File: src/rtl/verinject_ff_scheduler.sv
// Fault-injection scheduler: queues {cycle, target} pairs and drives the ff-injector
// state bus with each target for exactly one run cycle when the run counter reaches it.
module verinject_ff_scheduler #(
    parameter int          DEPTH      = 4,
    parameter logic [31:0] IDLE_STATE = 32'hFFFFFFFF
) (
    input  logic        clock,
    input  logic        reset_n,
    input  logic        cfg_valid,
    output logic        cfg_ready,
    input  logic [31:0] cfg_cycle,
    input  logic [31:0] cfg_target,
    input  logic        start,
    input  logic        abort,
    output logic [31:0] verinject__injector_state,
    output logic        busy,
    output logic        done,
    output logic        missed,
    output logic [7:0]  injected_count
);

    localparam int            AW       = $clog2(DEPTH);
    localparam logic [AW:0]   FULL_LVL = (AW+1)'(DEPTH);

    typedef enum logic [1:0] {S_IDLE, S_RUN, S_DONE} state_t;

    state_t        state_q;
    logic [31:0]   cyc_mem_q [DEPTH];
    logic [31:0]   tgt_mem_q [DEPTH];
    logic [AW-1:0] rd_ptr_q, wr_ptr_q;
    logic [AW:0]   fill_q;
    logic [31:0]   cnt_q;
    logic          missed_q;
    logic [7:0]    inj_cnt_q;

    logic          empty, full, hit, late, pop, push;
    logic [31:0]   head_cyc;
    logic [AW:0]   fill_rem;

    function automatic logic [31:0] sat_inc32(input logic [31:0] v);
        return (v == 32'hFFFFFFFF) ? v : v + 32'd1;
    endfunction

    function automatic logic [7:0] sat_inc8(input logic [7:0] v);
        return (v == 8'hFF) ? v : v + 8'd1;
    endfunction

    assign empty     = (fill_q == '0);
    assign full      = (fill_q == FULL_LVL);
    assign head_cyc  = cyc_mem_q[rd_ptr_q];
    // A late head (its cycle already passed) is dropped rather than injected.
    assign hit       = (state_q == S_RUN) && !empty && (head_cyc == cnt_q);
    assign late      = (state_q == S_RUN) && !empty && (head_cyc <  cnt_q);
    assign pop       = hit || late;
    assign fill_rem  = pop ? fill_q - 1'b1 : fill_q;
    assign cfg_ready = !full && (state_q != S_RUN);
    assign push      = reset_n && !abort && cfg_valid && cfg_ready;

    assign verinject__injector_state = hit ? tgt_mem_q[rd_ptr_q] : IDLE_STATE;
    assign busy           = (state_q == S_RUN);
    assign done           = (state_q == S_DONE);
    assign missed         = missed_q;
    assign injected_count = inj_cnt_q;

    always_ff @(posedge clock) begin
        if (push) begin
            cyc_mem_q[wr_ptr_q] <= cfg_cycle;
            tgt_mem_q[wr_ptr_q] <= cfg_target;
        end
    end

    always_ff @(posedge clock) begin
        if (!reset_n) begin
            state_q   <= S_IDLE;
            rd_ptr_q  <= '0;
            wr_ptr_q  <= '0;
            fill_q    <= '0;
            cnt_q     <= '0;
            missed_q  <= 1'b0;
            inj_cnt_q <= '0;
        end else if (abort) begin
            // An injection visible during the abort cycle has already reached the bus.
            state_q  <= S_IDLE;
            rd_ptr_q <= '0;
            wr_ptr_q <= '0;
            fill_q   <= '0;
            if (hit) inj_cnt_q <= sat_inc8(inj_cnt_q);
        end else begin
            if (push) begin
                wr_ptr_q <= wr_ptr_q + 1'b1;
                fill_q   <= fill_q + 1'b1;
            end
            case (state_q)
                S_IDLE, S_DONE: begin
                    if (start) begin
                        state_q   <= S_RUN;
                        cnt_q     <= '0;
                        missed_q  <= 1'b0;
                        inj_cnt_q <= '0;
                    end
                end
                S_RUN: begin
                    cnt_q <= sat_inc32(cnt_q);
                    if (pop) begin
                        rd_ptr_q <= rd_ptr_q + 1'b1;
                        fill_q   <= fill_rem;
                    end
                    if (hit)  inj_cnt_q <= sat_inc8(inj_cnt_q);
                    if (late) missed_q  <= 1'b1;
                    if (fill_rem == '0) state_q <= S_DONE;
                end
                default: state_q <= S_IDLE;
            endcase
        end
    end

endmodule

File: config.mk
export PLATFORM = sky130hd
export DESIGN_NAME = verinject_ff_scheduler
export DESIGN_NICKNAME = d
export VERILOG_FILES = /design/src/rtl/verinject_ff_scheduler.sv
export SDC_FILE = /design/constraint.sdc
export NUM_CORES = 1
export LEC_CHECK = 0
export ABC_AREA = 1
export BUFFER_PORTS_ARGS = -buffer_cell sky130_fd_sc_hd__clkbuf_2
export CELL_PAD_IN_SITES_DETAIL_PLACEMENT = 1
export CELL_PAD_IN_SITES_GLOBAL_PLACEMENT = 1
export CORE_MARGIN = 2
export CORE_UTILIZATION = 50
export DETAILED_ROUTE_END_ITERATION = 16
export PLACE_DENSITY_LB_ADDON = 0.05
export SLEW_MARGIN = 20
export SYNTH_ARGS = -nofsm -noshare
export SYNTH_HDL_FRONTEND = slang
export SYNTH_SLANG_ARGS = --single-unit
File: constraint.sdc
create_clock -name clock -period 11.6 [get_ports clock]
set_input_delay 2.32 -clock clock [delete_from_list [all_inputs] [get_ports clock]]
set_output_delay 2.32 -clock clock [all_outputs]
set_load 0.02 [all_outputs]
==> results.yml <==
timing:
  maxSlewHeadroom: 0.310
  layout_setup_ws_ps: 4330
  grt_setup_unrepaired: "false"
  hold_violations: 0
  hold_slack_ps: 460
  period_minus_slack_ps: 7270
  setup-violations-final: 0
  fmax_mhz: 137
  skew_ps: 14.1
  slew_viol_final: 0
  tns_ps: 0
  tightest_slew_ps: 1030
  fin_crit_sh: 0.627
synthesis:
  synthCells: 1179
  yosys.area.top_type: "edfxtp_1"
  synthTopCellsByCount: "edfxtp_1, nor2_1, o21ai_0"
  yosysSeqAreaShare: 0.658
  yosys_warnings: 0
  synth_top_area_share: 0.580
  async_reset_ff_frac: 0
  synth_area_mm2: 0.0133
  synth_edf_count: 256
  yosys-top-cells-area: "edfxtp_1, dfxtp_1, o21ai_0"
  yosysMostFrequentCell: "edfxtp_1"
  ys_types: 45
  ys_ff_latch: 308
  synth_nets: 1289
  synth-main-ff-cell: "edfxtp_1"
  synth_area_per_cell_um2: 11.3
grt:
  grt_max_degree: 77
  antenna_found_initial: 0
  grt_pass1_vias: 9807
  grt_overflow: 0
  track_usage: 0.243
  grt_pass1_wl_um: 53400
critical_path:
  crit_path_end_kind: "primary output"
  required_ps: 9280
  start_kind: "flop"
  crit_type: "reg -> out"
  critPathMaxFanout: 76
  slowest_stage: "clkinv_2"
  arrival_ps: 4950
  timing.critical_path.cells: "clkinv_2 > buf_4 > o21ai_0 > o22ai_1 > ha_1 > nand2_1 > nor2_1 > nand3_2 > nor2_2 > nand2_2 > clkinv_4 > o221ai_1 > clkbuf_2"
  slowest_delay_ps: 870
floorplan:
  initial_core_util: 0.509
  pin_count: 113
  coreArea_mm2: 0.0261
  dieArea_mm2: 0.0278
  rows: 59
  die_h_um: 167
  die_w_um: 167
clocking:
  clkTransAtPathRegs_ps: 60
  post_cts_buffers: 0
  h-tree-depth: 2
  root_buffer: "clkbuf_16"
  cts_hold_buffers: 0
  clk_path_buf_depth: 3
  numClockSinks: 308
  clk_latency_ps: 530
  cts_tree: "yes"
  cts_buffers: 34
  cts.repair.resized: 0
final_layout:
  nNetsFinal: 1395
  drive_above_1_share: 0.170
  syn2layout_area_growth_pct: 14.4
  fillers: 2772
placement:
  dp_hpwl_um: 21000
  gp_congestion: 0.808
  post-place-ws_ps: 4820
  portBuffers: 112
routing:
  first_pass_iters: 5
  drtIter0Drc: 567
  via_count: 9261
  post_drt_via_cell_ratio: 5.63
  wire_per_inst_um: 20.2
  drt_wl_total_um: 33300
  drcViolationCount: 0
  route.antenna.remaining_nets: 0
pwr:
  power.leakage_nw: 5.34
  power_mw: 2.29
  power.density_mw_per_mm2: 151
  ir_worst_vdd_mv: 0.136
hold_path:
  hold_class: "reg -> reg"
  worstHoldStart: "rd_ptr_q[1]"
run_status:
  status: "completed"
flow_run:
  max-cap-violations: 0
## through the flow
| step | cell area [um^2] | utilization | std cells |
|---|---|---|---|
| after global placement | 14100 | 0.542 | 1584 |
| final | 15200 | 0.582 | 1645 |
| after floorplan | 13300 | - | 1179 |
| after detailed placement | 14100 | 0.542 | 1584 |
| after global routing | 15200 | 0.582 | 1644 |
| after CTS | 15200 | 0.582 | 1644 |
## registers in the layout, summed over array words and instances (netlist names), named ones only
signal          flops
rd_ptr_q            2
injected_count      8
cyc_mem_q         128
tgt_mem_q         128
wr_ptr_q            2
fill_q              3
missed              1
state_q             2
cnt_q              32
## layout by cell type, fill, tap and decap left out, drive strengths merged
| master | netlist | final |
|---|---|---|
| clkinvlp | 0 | 3 |
| o21ai | 148 | 148 |
| nor3b | 1 | 1 |
| inv | 93 | 94 |
| bufinv | 0 | 1 |
| o22ai | 31 | 31 |
| nor2 | 197 | 197 |
| clkinv | 4 | 15 |
| nand3 | 28 | 28 |
| buf | 14 | 8 |
| nand2 | 134 | 134 |
| nand3b | 1 | 1 |
| nand4 | 16 | 16 |
| a211oi | 6 | 6 |
| o21a | 1 | 1 |
| a21oi | 49 | 49 |
| xor2 | 9 | 9 |
| a31oi | 1 | 1 |
| a221oi | 2 | 2 |
| a32o | 1 | 1 |
| nor3 | 18 | 18 |
| o221ai | 32 | 32 |
| ha | 41 | 41 |
| clkbuf | 36 | 156 |
| dfxtp | 52 | 52 |
| diode | 0 | 1 |
| o211a | 1 | 1 |
| nor4 | 5 | 5 |
| a21o | 1 | 1 |
| a41oi | 1 | 1 |
| edfxtp | 256 | 256 |
## final timing paths
check             slack, ps                            end  cells after the start
setup / recovery       4330  verinject__injector_state[28]                     13
hold / removal          460                           flop                      2
setup reg to reg       6950              injected_count[4]                     17
hold reg to reg         460                           flop                      2
## area by class of cell
cell class | count | area [um^2] | share of cell area
diodes | 1 | 2.50 | 0.000165
clock buffers | 44 | 910 | 0.0599
clock inverters | 16 | 130 | 0.00857
inverters | 97 | 375 | 0.0247
multi-input cells | 724 | 3990 | 0.263
flip-flops and latches | 308 | 8730 | 0.575
well taps | 335 | 419 | 0.0276
repair buffers | 120 | 621 | 0.0409
## cells by family after synthesis
family,after synthesis,share of synthesized area
xor+xnor,9,0.00594
compound gates,274,0.119
buf+inv,147,0.0438
flops,308,0.658
fa+ha+maj,41,0.0387
simple gates,400,0.135
## worst max-delay path, delay by kind of cell (launching register included)
kind                       cells  cell delay (ps)
adders and majority gates      1              300
AOI/OAI and AO/OA              3              640
and+or+nand+nor                5              640
buffers and inverters          4             2010
DFF                            1              760
## report_power, final
| group | internal (mW) | switching [mW] | total [mW] | leakage (nW) |
|---|---|---|---|---|
| Clock | 0.582 | 0.432 | 1.01 | 0.501 |
| Sequential | 1.21 | 0.00361 | 1.21 | 2.73 |
| Combinational | 0.0187 | 0.0417 | 0.0605 | 2.11 |
| Total | 1.81 | 0.477 | 2.29 | 5.34 |
## layer usage
layer  part of all wire  track usage  vias to the layer above
met4              0.023       0.0791                        0
met5                  0            0                        -
met1               0.44        0.312                     4574
li1                   -            -                     4439
met2               0.49        0.415                      193
met3              0.049       0.0482                       55
No activity file was read; power rests on OpenSTA's default activity.
